===== config.mk =====
export PLATFORM = sky130hd
export DESIGN_NAME = bin2bcd_seq_flat
export DESIGN_NICKNAME = d
export VERILOG_FILES = /design/src/rtl/bin2bcd_pkg.sv /design/src/rtl/bin2bcd_seq_if.sv /design/src/rtl/bcd_add3.sv /design/src/rtl/bin2bcd_seq.sv /design/src/flat_wrapper.sv
export SDC_FILE = /design/constraint.sdc
export NUM_CORES = 1
export LEC_CHECK = 0
export ABC_AREA = 1
export CORE_AREA = 2 2 77 79
export CTS_CLUSTER_DIAMETER = 40
export DETAILED_ROUTE_END_ITERATION = 12
export DIE_AREA = 0 0 79 81
export GPL_TIMING_DRIVEN = 0
export PLACE_DENSITY = 0.73
export SYNTH_ARGS = -nofsm -noshare
export SYNTH_HDL_FRONTEND = slang
export SYNTH_SLANG_ARGS = --single-unit
export TNS_END_PERCENT = 20

===== constraint.sdc =====
create_clock -name clk -period 4.4 [get_ports clk]
set_clock_uncertainty 0.15 [all_clocks]
set_input_delay 0.88 -clock clk [delete_from_list [all_inputs] [get_ports clk]]
set_output_delay 0.88 -clock clk [all_outputs]
set_load 0.1 [all_outputs]

===== src/rtl/bin2bcd_pkg.sv =====
// Shared types and defaults for the sequential binary-to-BCD converter.
package bin2bcd_pkg;

  localparam int W_DEF = 14;
  localparam int D_DEF = 4;

  localparam logic [3:0] DASH = 4'hF;

  typedef enum logic [1:0] {
    IDLE  = 2'd0,
    SHIFT = 2'd1,
    DONE  = 2'd2
  } state_t;

endpackage


===== src/rtl/bin2bcd_seq_if.sv =====
// Request/result bundle between a requester and bin2bcd_seq.
interface bin2bcd_seq_if
  import bin2bcd_pkg::*;
#(
  parameter int WIDTH  = W_DEF,
  parameter int DIGITS = D_DEF
);

  logic                  start;
  logic [WIDTH-1:0]      bin;
  logic [4*DIGITS-1:0]   bcd;
  logic                  ovf;
  logic                  busy;
  logic                  done;

  modport master (
    output start, bin,
    input  bcd, ovf, busy, done
  );

  modport slave (
    input  start, bin,
    output bcd, ovf, busy, done
  );

endinterface


===== src/rtl/bcd_add3.sv =====
// Double-dabble nibble correction: add 3 when the digit is 5 or more.
module bcd_add3 (
  input  logic [3:0] d,
  output logic [3:0] q
);

  assign q = (d >= 4'd5) ? d + 4'd3 : d;

endmodule


===== src/rtl/bin2bcd_seq.sv =====
// Iterative double-dabble converter, one bit per clock, with overflow dashes.
module bin2bcd_seq
  import bin2bcd_pkg::*;
#(
  parameter int WIDTH  = W_DEF,
  parameter int DIGITS = D_DEF
) (
  input  logic clk,
  input  logic rst_n,
  bin2bcd_seq_if.slave io
);

  localparam int AW = 4 * (DIGITS + 1);
  localparam int CW = $clog2(WIDTH + 1);

  state_t              state;
  state_t              state_n;
  logic [AW-1:0]       acc;
  logic [AW-1:0]       acc_adj;
  logic [WIDTH-1:0]    sr;
  logic [CW-1:0]       cnt;
  logic [AW+WIDTH-1:0] shl;
  logic [4*DIGITS-1:0] bcd_q;
  logic                ovf_q;
  logic                last;
  logic                ovf_n;

  for (genvar g = 0; g <= DIGITS; g++) begin : g_add3
    bcd_add3 u_add3 (
      .d (acc[4*g +: 4]),
      .q (acc_adj[4*g +: 4])
    );
  end

  assign shl   = {acc_adj, sr} << 1;
  assign last  = (cnt == CW'(1));
  // Top nibble holds the digit above DIGITS; nonzero means out of range.
  assign ovf_n = |shl[WIDTH + 4*DIGITS +: 4];

  always_comb begin
    state_n = state;
    unique case (state)
      IDLE:    if (io.start) state_n = SHIFT;
      SHIFT:   if (last) state_n = DONE;
      DONE:    state_n = IDLE;
      default: state_n = IDLE;
    endcase
  end

  always_ff @(posedge clk) begin
    if (!rst_n) begin
      state <= IDLE;
      acc   <= '0;
      sr    <= '0;
      cnt   <= '0;
      bcd_q <= '0;
      ovf_q <= 1'b0;
    end else begin
      state <= state_n;
      unique case (state)
        IDLE: begin
          if (io.start) begin
            sr  <= io.bin;
            acc <= '0;
            cnt <= CW'(WIDTH);
          end
        end
        SHIFT: begin
          {acc, sr} <= shl;
          cnt       <= cnt - CW'(1);
          if (last) begin
            ovf_q <= ovf_n;
            bcd_q <= ovf_n ? {DIGITS{DASH}}
                           : shl[WIDTH +: 4*DIGITS];
          end
        end
        default: ;
      endcase
    end
  end

  assign io.bcd  = bcd_q;
  assign io.ovf  = ovf_q;
  assign io.busy = (state != IDLE);
  assign io.done = (state == DONE);

endmodule


===== src/flat_wrapper.sv =====
// flat-port wrapper written by rule: the top's interface ports become plain ports
module bin2bcd_seq_flat import bin2bcd_pkg::*;
#(
  parameter int WIDTH  = W_DEF,
  parameter int DIGITS = D_DEF
)
  (clk, rst_n, io_start, io_bin, io_bcd, io_ovf, io_busy, io_done);
  bin2bcd_seq_if #(.WIDTH(WIDTH), .DIGITS(DIGITS)) io_i ();
  input  logic clk;
  input  logic rst_n;
  input wire logic [$bits(io_i.start)-1:0] io_start;
  input wire logic [$bits(io_i.bin)-1:0] io_bin;
  output wire logic [$bits(io_i.bcd)-1:0] io_bcd;
  output wire logic [$bits(io_i.ovf)-1:0] io_ovf;
  output wire logic [$bits(io_i.busy)-1:0] io_busy;
  output wire logic [$bits(io_i.done)-1:0] io_done;
  assign io_i.start = io_start;
  assign io_i.bin = io_bin;
  assign io_bcd = io_i.bcd;
  assign io_ovf = io_i.ovf;
  assign io_busy = io_i.busy;
  assign io_done = io_i.done;
  bin2bcd_seq #(.WIDTH(WIDTH), .DIGITS(DIGITS)) u_core (.clk(clk), .rst_n(rst_n), .io(io_i));
endmodule

==> key figures <==
Run status
  • Outcome: complete, no violations

Yosys
  • Syn_nets: 472
  • Post-Syn Area: 2932 µm²
  • #FFs+latches synth: 57
  • Mean Syn Cell Area: 6.618 µm²
  • Seq/Total Area, Yosys: 38.92%
  • Post-synth cell types: 23
  • Post-Syn Instances: 443
  • Synth warn: 0

Critical path
  • R2R setup slack: 2.50 ns
  • Slowest CP cell: clkdlybuf4s50_1
  • Family with the most delay on the worst path: buffers and inverters
  • CP required: 3.37 ns
  • CP bufs+invs: 2
  • Startpoint class of the critical path: flip-flop
  • Arr. time, crit path: 1.99 ns
  • Setup CP Type: flip-flop to output pin
  • Crit. End Element: output pin
  • CP peak stage delay: 1.14 ns
  • CP max FO: 3
  • Worst path cell trace: inv_2, nor2_1, clkdlybuf4s50_1

STA
  • RSZ-0062 raised after global routing: false
  • Worst-Margin Slew: 0.9745 ns
  • Final max-slew violation count: 0
  • Min Tclk post-route: 3.017 ns
  • Slew HR: 34.83%
  • Fmax: 0.3315 GHz
  • Final period util: 68.57%
  • Setup TNS: 0 ns
  • Hold Fails Final Rpt: 0
  • Final Setup Violations: 0

Clocking
  • CTS Sinks: 57
  • Worst-path clk slew: 0.06 ns
  • Num CTS Buffers: 9
  • Post CTS Setup Buffer Count: 0
  • H-Tree Depth: 3
  • Worst-skew pair later-pin latency: 0.33 ns
  • CTS tree: done
  • PostCTS Resize Cnt: 0
  • Bufs on Longest Clock Path: 2
  • Hold-fix buffers, CTS: 0
  • Root Driver: clkbuf_8

Route
  • Vias per cell: 4.982
  • Avg WL per Cell: 11.77 µm
  • Via Count: 2,835
  • WL final: 6.699 mm
  • ANT nets after route: 0
  • Drt initial violations: 138
  • Remaining DRCs: 0
  • Drt first pass iters: 4

Global route
  • Grt ovf: 0
  • Vias in the first global route: 2,612
  • Largest net degree at the start of global routing: 11
  • Global Route Usage Sum: 22.72%
  • First-pass GRT wire length: 11.38 mm
  • Initial antenna violation count: 0

Min path
  • Worst hold path class: flip-flop to flip-flop

Power
  • P_int: 0.9235 mW
  • Clk pwr share: 43.8%
  • Worst VDD drop: 0.2797 mV
  • Sequential Power Share: 43.8%
  • Pwr Density: 344.6 nW/µm²
  • Combinational share of power: 12.4%
  • Switching pwr: 0.3177 mW
  • Leakage: 1.649 nW
  • Switching Share: 25.60%

Flow run
  • MaxCap Viol Count: 0

Die
  • Core ar.: 5675 µm²
  • Chip width: 79 µm
  • Die footprint: 6399 µm²
  • DIE HEIGHT: 81 µm
  • Starting Density: 51.65%
  • I/O pins: 36
  • Std-Cell Rows: 28

Placed design
  • I/O Buffers: 35
  • Post-DP HPWL: 4.762 mm
  • GPL Wtd Cong: 0.8367

Cells and area
  • ANT cells: 0
  • Share of layout cells above drive strength 1: 6.883%
  • Final #Nets: 518
  • Area grow syn2layout: 22.88%
  • Core Util, Final: 63.47%
## final timing paths
kind	to	cells after the start	startpoint
worst max-delay path	io_done	3	u_core.state[1]
worst min-delay path	u_core.sr[0]	2	u_core.sr[0]
worst max register to register	u_core.io.bcd[11]	11	u_core.acc[16]
worst min register to register	u_core.sr[0]	2	u_core.sr[0]
## cell families after synthesis
kind of cell             synth area share [%]
buffers and inverters                   11.87
AO/OA/AOI/OAI                           10.16
AND/OR/NAND/NOR                         33.93
adder cells (fa/ha/maj)                 5.122
flip-flops                              38.92
## synth_stat cells
library cell	number	area share, %
a21oi_1	27	4.6
a221oi_1	1	0.30
a22oi_1	1	0.26
a31oi_1	9	1.9
buf_1	1	0.13
buf_2	5	0.85
buf_4	4	1.0
buf_6	2	0.77
clkbuf_1	5	0.64
dfxtp_1	57	39
ha_1	12	5.1
inv_1	64	8.2
inv_2	2	0.26
nand2_1	147	19
nand2_4	2	0.77
nand3_1	33	5.6
nand3_2	1	0.34
nand4_1	3	0.64
nor2_1	49	6.3
nor2_4	2	0.77
nor2_8	1	0.68
o211ai_1	6	1.5
o21ai_0	9	1.5
## state kept, by name, indices dropped and copies added (netlist names)
register / cells
u_core.state: 2
u_core.io.bcd: 16
u_core.cnt: 4
u_core.io.ovf: 1
u_core.acc: 20
u_core.sr: 14
## tightest hold or removal path: stages, from the launching register on
cell	delay, ns
dfxtp_1	0.31
nand2_1	0.06
a21oi_1	0.05
## layout make-up
class	instances	area, µm²
fill	544	2073
tap	75	93.84
clock inverter	1	30.03
inverter	66	247.7
buffer	17	100.1
multi-input combinational	303	1443
sequential	57	1141
clock buffer	15	196.4
timing repair buffer	35	350.3
## layer usage
| metal | vias up | part of all wire (%) | track usage [%] |
|---|---|---|---|
| li1 | 1474 | - | - |
| met1 | 1309 | 47 | 28.28 |
| met2 | 40 | 48 | 37.88 |
| met3 | 12 | 3.9 | 5.556 |
| met4 | 0 | 1.6 | 9.310 |
| met5 | - | 0 | 0 |
## power by group through the flow
| stage | Sequential [mW] | Combinational [mW] | Clock [mW] |
|---|---|---|---|
| after floorplan | 0.580 | 0.0800 | 0 |
| after global placement | 0.555 | 0.151 | 0 |
| after detailed placement | 0.555 | 0.153 | 0 |
| after CTS | 0.544 | 0.154 | 0.550 |
| after global routing | 0.546 | 0.167 | 0.581 |
| final | 0.544 | 0.153 | 0.544 |
## per-stage QoR
step	total power [mW]	cell area [µm²]	std cells	hold WS [ns]	setup WS (ns)
after floorplan	0.6604	2932	443	0.2905	1.713
after global placement	0.7058	3376	553	0.3079	1.735
after detailed placement	0.7087	3376	553	0.3143	1.728
after CTS	1.248	3602	569	0.3216	1.371
after global routing	1.294	3602	569	0.3357	1.312
final	1.241	3602	569	0.3192	1.383
## cells in the final DEF, fill, tap and decap left out, drive strengths merged, types with 12 or more instances in the layout
cell type / Yosys / routed
inv: 66 / 66
nor2: 52 / 52
nand3: 34 / 34
a21oi: 27 / 27
ha: 12 / 12
clkdlybuf4s50: 0 / 35
dfxtp: 57 / 57
buf: 12 / 12
clkbuf: 5 / 20
nand2: 149 / 149
(Power assumes the default switching activity.)
